$ cat src/rtl/fifo_pkg.sv
// fifo_pkg: shared constants and helpers for param_sync_fifo.
//   DEF_DEPTH / DEF_AF / DEF_AE : default depth and almost-full/empty levels
//   addr_w()                    : address width (log2 of depth) for the storage
package fifo_pkg;

  localparam int DEF_DEPTH = 8;
  localparam int DEF_AF    = DEF_DEPTH - 2;
  localparam int DEF_AE    = 2;

  // Index width for a power-of-two depth. The floor of 1 keeps slices legal
  // even if someone asks for a degenerate depth.
  function automatic int addr_w(input int depth);
    return (depth < 2) ? 1 : $clog2(depth);
  endfunction

endpackage

$ cat src/rtl/fifo_mem.sv
// fifo_mem: DEPTH x WIDTH register array with one synchronous write port and
// one asynchronous read port. The contents are deliberately not reset.
//   clk   : write clock
//   we    : write enable
//   waddr : write index
//   wdata : write data
//   raddr : read index
//   rdata : read data (combinational from raddr)
module fifo_mem #(
  parameter int WIDTH = 1,
  parameter int DEPTH = 8,
  parameter int AW    = 3
) (
  input  logic             clk,
  input  logic             we,
  input  logic [AW-1:0]    waddr,
  input  logic [WIDTH-1:0] wdata,
  input  logic [AW-1:0]    raddr,
  output logic [WIDTH-1:0] rdata
);

  logic [WIDTH-1:0] mem [DEPTH];

  always_ff @(posedge clk) begin
    if (we) mem[waddr] <= wdata;
  end

  assign rdata = mem[raddr];

endmodule

$ cat src/rtl/param_sync_fifo.sv
// param_sync_fifo: single-clock FIFO with full/empty, almost-full/empty
// thresholds, occupancy count and sticky overflow/underflow flags.
// Build option: define FIFO_FWFT_EN for first-word-fall-through output;
// otherwise dOut is registered with a one-cycle read latency.
//   CLK, RST        : clock, asynchronous active-high reset
//   wEN, dIn        : write request and data
//   rEN, rRDY       : read request, consumer ready (both needed to pop)
//   dOut, dValid    : read data and its valid flag
//   bFull, bEmpty   : buffer full / empty
//   bAlmostFull/Empty : count >= AF_LEVEL / count <= AE_LEVEL
//   count           : occupancy 0..DEPTH
//   ovf, unf, clrErr: sticky overflow/underflow and their synchronous clear
module param_sync_fifo
  import fifo_pkg::*;
#(
  parameter int WIDTH    = 1,
  parameter int DEPTH    = DEF_DEPTH,
  parameter int AF_LEVEL = DEPTH - 2,
  parameter int AE_LEVEL = DEF_AE
) (
  input  logic                      CLK,
  input  logic                      RST,
  input  logic                      wEN,
  input  logic [WIDTH-1:0]          dIn,
  input  logic                      rEN,
  input  logic                      rRDY,
  output logic [WIDTH-1:0]          dOut,
  output logic                      dValid,
  output logic                      bFull,
  output logic                      bEmpty,
  output logic                      bAlmostFull,
  output logic                      bAlmostEmpty,
  output logic [addr_w(DEPTH):0]    count,
  output logic                      ovf,
  output logic                      unf,
  input  logic                      clrErr
);

  localparam int AW = addr_w(DEPTH);

  // Pointers carry one extra bit so full and empty are distinguishable;
  // they wrap naturally modulo 2*DEPTH.
  logic [AW:0]      wptr, rptr;
  logic [WIDTH-1:0] rdata;
  logic             rd_req, wr_ok, rd_ok;

  assign bEmpty = (wptr == rptr);
  assign bFull  = (wptr[AW] != rptr[AW]) && (wptr[AW-1:0] == rptr[AW-1:0]);
  assign count  = wptr - rptr;

  assign bAlmostFull  = (count >= (AW+1)'(AF_LEVEL));
  assign bAlmostEmpty = (count <= (AW+1)'(AE_LEVEL));

  // A read is only a request when the consumer is ready; rEN alone does
  // nothing, including not flagging underflow.
  assign rd_req = rEN & rRDY;
  assign wr_ok  = wEN & ~bFull;
  assign rd_ok  = rd_req & ~bEmpty;

  fifo_mem #(.WIDTH(WIDTH), .DEPTH(DEPTH), .AW(AW)) u_mem (
    .clk   (CLK),
    .we    (wr_ok),
    .waddr (wptr[AW-1:0]),
    .wdata (dIn),
    .raddr (rptr[AW-1:0]),
    .rdata (rdata)
  );

  always_ff @(posedge CLK or posedge RST) begin
    if (RST) begin
      wptr <= '0;
      rptr <= '0;
    end else begin
      if (wr_ok) wptr <= wptr + 1'b1;
      if (rd_ok) rptr <= rptr + 1'b1;
    end
  end

  // Sticky errors; a new error in the same cycle as clrErr takes priority.
  always_ff @(posedge CLK or posedge RST) begin
    if (RST) begin
      ovf <= 1'b0;
      unf <= 1'b0;
    end else begin
      if (wEN & bFull)        ovf <= 1'b1;
      else if (clrErr)        ovf <= 1'b0;
      if (rd_req & bEmpty)    unf <= 1'b1;
      else if (clrErr)        unf <= 1'b0;
    end
  end

`ifdef FIFO_FWFT_EN
  // Head word is always presented; a pop just advances rptr.
  assign dOut   = rdata;
  assign dValid = ~bEmpty;
`else
  always_ff @(posedge CLK or posedge RST) begin
    if (RST) begin
      dOut   <= '0;
      dValid <= 1'b0;
    end else begin
      dValid <= rd_ok;
      if (rd_ok) dOut <= rdata;
    end
  end
`endif

endmodule

$ cat config.mk
export PLATFORM = sky130hd
export DESIGN_NAME = param_sync_fifo
export DESIGN_NICKNAME = d
export VERILOG_FILES = /design/src/rtl/fifo_pkg.sv /design/src/rtl/fifo_mem.sv /design/src/rtl/param_sync_fifo.sv
export SDC_FILE = /design/constraint.sdc
export NUM_CORES = 1
export LEC_CHECK = 0
export ABC_CLOCK_PERIOD_IN_PS = 2400
export BUFFER_PORTS_ARGS = -buffer_cell sky130_fd_sc_hd__buf_2
export CORE_ASPECT_RATIO = 1.5
export CORE_MARGIN = 2
export CORE_UTILIZATION = 45
export DETAILED_ROUTE_END_ITERATION = 12
export GPL_ROUTABILITY_DRIVEN = 0
export PLACE_DENSITY = 0.67
export SYNTH_ARGS = -nofsm -noshare
export SYNTH_HDL_FRONTEND = slang
export SYNTH_SLANG_ARGS = --single-unit
export TNS_END_PERCENT = 50
$ cat constraint.sdc
create_clock -name CLK -period 2.4 [get_ports CLK]
set_input_delay 0.24 -clock CLK [delete_from_list [all_inputs] [get_ports CLK]]
set_output_delay 0.24 -clock CLK [all_outputs]
set_load 0.02 [all_outputs]
==> load_flow_metrics.sql <==
INSERT INTO impl_metrics (metric_group, metric, value, unit) VALUES
('synthesis', 'share_of_the_synthesized_area_in_compound_gates_ao_oa_aoi_oai', '9.50', '%'),
('clocking', 'htreeDepth', '1', ''),
('clocking', 'clkSinkCount', '20', ''),
('grt', 'grt_first_pass_wirelength', '2990', 'um'),
('finish', 'synth_to_final_area_change', '19.4', '%'),
('timing', 'clock.fmax', '433', 'MHz'),
('routing', 'drt-vias-per-instance', '5.22', ''),
('setup_path', 'worstPathMaxFanout', '6', ''),
('setup_path', 'critPathLaunchType', 'flop', ''),
('routing', 'wl', '1860', 'um'),
('setup_path', 'cpPeakStageDelay', '490', 'ps'),
('placement', 'dpl_cell_area', '0.00115', 'mm2'),
('grt', 'overflow', '0', ''),
('setup_path', 'timing.critical_path.from', 'rptr[0]', ''),
('timing', 'finalHoldViolations', '0', ''),
('clocking', 'cts.path.max_buffers', '2', ''),
('clocking', 'worst_skew_pair.late_latency', '320', 'ps'),
('clocking', 'cts_buffers', '3', ''),
('finish', 'seqCellArea', '543', 'um2'),
('die', 'floorplan.io_pins', '19', ''),
('die', 'dieArea', '0.00269', 'mm2'),
('setup_path', 'cp.required', '2160', 'ps'),
('clocking', 'tritoncts', 'built', ''),
('setup_path', 'reg2reg_setup_slack', '390', 'ps'),
('worst_hold_path', 'hold_path_startpoint', 'clrErr', ''),
('synthesis', 'flop_and_latch_count_out_of_synthesis', '20', ''),
('setup_path', 'critPathCaptureType', 'output port', ''),
('synthesis', 'synthesis.yosys.warnings', '0', ''),
('clocking', 'clk_transition_reported_paths', '120', 'ps'),
('timing', 'tightestPinTransition', '470', 'ps'),
('timing', 'worst_slew_margin_rel', '68.6', '%'),
('routing', 'drt_drc_violations_left', '0', ''),
('grt', 'pin_count_of_the_biggest_net_entering_global_routing', '13', ''),
('timing', 'final_max_slew_viol_count', '0', ''),
('routing', 'detailedRoute.firstIterationViolations', '25', ''),
('synthesis', 'synth_top_cell_by_area', 'sky130_fd_sc_hd__dfrtp_1', ''),
('finish', 'multi_input_comb_area', '453', 'um2'),
('routing', 'wl_per_instance', '13.4', 'um'),
('grt', 'global_router_s_overall_resource_usage', '15.3', '%'),
('synthesis', 'netlist_area', '0.00103', 'mm2'),
('synthesis', 'yosys-mux-area-fraction', '4.38', '%'),
('die', 'start_util', '46.5', '%'),
('die', 'die_span_y', '62.5', 'um'),
('timing', 'setup-violations-final', '0', ''),
('setup_path', 'r2r_start', 'rptr[2]', ''),
('timing', 'timing.clock.skew', '8.01', 'ps'),
('routing', 'route.antenna.remaining_nets', '0', ''),
('die', 'core_area', '0.00221', 'mm2'),
('placement', 'port_buffers', '18', ''),
('synthesis', 'netlist_instances', '92', ''),
('die', 'floorplan_die_width', '43.0', 'um'),
('finish', 'postLayoutCellArea', '0.00123', 'mm2'),
('outcome', 'run_status', 'completed', ''),
('synthesis', 'post_synth_xor_area_fraction', '7.55', '%'),
('finish', 'fillCellCount', '193', ''),
('synthesis', 'synth_simple_gate_area_share', '13.9', '%'),
('synthesis', 'syn_avg_cell_area', '11.2', 'um2'),
('placement', 'place_hpwl', '1390', 'um'),
('synthesis', 'share_of_synthesized_area_occupied_by_flip_flops_and_latches', '52.6', '%'),
('setup_path', 'category_of_the_most_critical_setup_path', 'flop to output port', ''),
('routing', 'drt_first_pass_iters', '4', ''),
('synthesis', 'synth_top_family_by_area', 'simple AND/OR/NAND/NOR gates', ''),
('die', 'floorplan.rows', '21', ''),
('synthesis', 'synth_area_leaders', 'sky130_fd_sc_hd__dfrtp_1, sky130_fd_sc_hd__edfxtp_1, sky130_fd_sc_hd__ha_1', ''),
('setup_path', 'crit_path_end', 'bAlmostEmpty', ''),
('finish', 'final_nets', '130', ''),
('timing', 'min_period', '2310', 'ps'),
('worst_hold_path', 'hold_path_class', 'input pin to flop', ''),
('setup_path', 'r2r_cells', '6', ''),
('synthesis', 'synth_cell_types', '25', ''),
('flow_run', 'maxCapViolations', '0', '');
how the worst min path moves through the flow:
stage	to	depth (start not counted)
after global placement	rptr[2]	2
after floorplan	dOut	1
final	unf	2
after detailed placement	rptr[2]	2
after CTS	unf	2
after global routing	unf	2
cell usage in the layout, fill, tap and decap left out, types with 2 or more instances in the layout:
cell type / netlist / layout
sky130_fd_sc_hd__edfxtp_1: 8 / 8
sky130_fd_sc_hd__mux4_2: 2 / 2
sky130_fd_sc_hd__ha_1: 5 / 5
sky130_fd_sc_hd__nor3_1: 2 / 2
sky130_fd_sc_hd__inv_1: 11 / 11
sky130_fd_sc_hd__dfrtp_1: 12 / 10
sky130_fd_sc_hd__dfrtp_2: 0 / 2
sky130_fd_sc_hd__a21oi_1: 2 / 2
sky130_fd_sc_hd__o21a_1: 2 / 2
sky130_fd_sc_hd__xnor2_1: 5 / 4
sky130_fd_sc_hd__buf_2: 0 / 18
sky130_fd_sc_hd__o21ai_0: 5 / 5
sky130_fd_sc_hd__xor2_1: 2 / 2
sky130_fd_sc_hd__nand2_1: 15 / 15
sky130_fd_sc_hd__xnor2_2: 1 / 2
sky130_fd_sc_hd__nor2_1: 9 / 9
sky130_fd_sc_hd__clkbuf_4: 0 / 3
metal layers:
layer  global-route usage [%]  up-vias  wire [um]
met2                     23.9       11        973
met3                     2.60        6         31
li1                         -      363          -
met4                     13.6        0         82
met1                     17.3      346        773
met5                        0        -          0
through the flow:
stage | utilization [%] | worst slack [ps] | instances | hold WS [ps]
4_1_cts | 54.8 | 11.5 | 138 | 116
3_3_place_gp | 51.9 | 408 | 133 | 268
2_1_floorplan | - | 286 | 92 | 105
5_1_grt | 55.6 | -18.7 | 139 | 119
6_report | 55.6 | 88.0 | 139 | 122
3_5_place_dp | 51.9 | 397 | 133 | 283
synth_stat cells:
library cell               number
sky130_fd_sc_hd__nor2_1         9
sky130_fd_sc_hd__o21ai_0        5
sky130_fd_sc_hd__and3_1         1
sky130_fd_sc_hd__mux4_2         2
sky130_fd_sc_hd__xnor2_2        1
sky130_fd_sc_hd__inv_1         11
sky130_fd_sc_hd__or3_1          1
sky130_fd_sc_hd__xnor2_1        5
sky130_fd_sc_hd__a21oi_1        2
sky130_fd_sc_hd__ha_1           5
sky130_fd_sc_hd__o21ai_1        1
sky130_fd_sc_hd__nand2_1       15
sky130_fd_sc_hd__nand3_1        1
sky130_fd_sc_hd__nand4_2        1
sky130_fd_sc_hd__nor3_1         2
sky130_fd_sc_hd__nand2b_1       1
sky130_fd_sc_hd__o21a_1         2
sky130_fd_sc_hd__fa_1           1
sky130_fd_sc_hd__xor2_1         2
sky130_fd_sc_hd__o32ai_1        1
sky130_fd_sc_hd__dfrtp_1       12
sky130_fd_sc_hd__edfxtp_1       8
sky130_fd_sc_hd__a41oi_4        1
sky130_fd_sc_hd__nor2b_1        1
sky130_fd_sc_hd__a31oi_1        1
state kept, by name, summed over array words and instances, names as in the netlist:
signal	cells
dOut	1
dValid	1
ovf	1
rptr	4
u_mem.mem	8
unf	1
wptr	4
critical path, delay by kind of cell, from the launching register on:
kind / cells / cell delay [ps]
buffers and inverters: 1 / 150
AO/OA/AOI/OAI: 2 / 250
flip-flops: 1 / 490
XOR/XNOR: 1 / 160
adder cells (fa/ha/maj): 2 / 700
cell type report:
cell class	instances	share of cell area (%)
clock buffer	3	1.84
clock inverter	1	2.45
inverter	11	3.37
multi-input combinational	61	36.9
sequential	20	44.3
tap	23	2.35
timing repair buffer	20	8.78
cells by family after synthesis:
| kind of cell | after synthesis |
|---|---|
| AO/OA/AOI/OAI | 13 |
| adder cells (fa/ha/maj) | 6 |
| flip-flops | 20 |
| multiplexers | 2 |
| AND/OR/NAND/NOR | 32 |
| XOR/XNOR | 8 |
| buffers and inverters | 11 |
what timing repair did:
action                                  4_1_cts  5_1_grt
buffers inserted                              0        1
hold buffers                                  1        0
resized for setup                             0        3
endpoints found under the hold margin        12        0
endpoints found under the setup margin        0        3
Power is left out: the tool's default activity adds up to more than one toggle a clock period on the data nets, which glitch-free logic cannot reach.
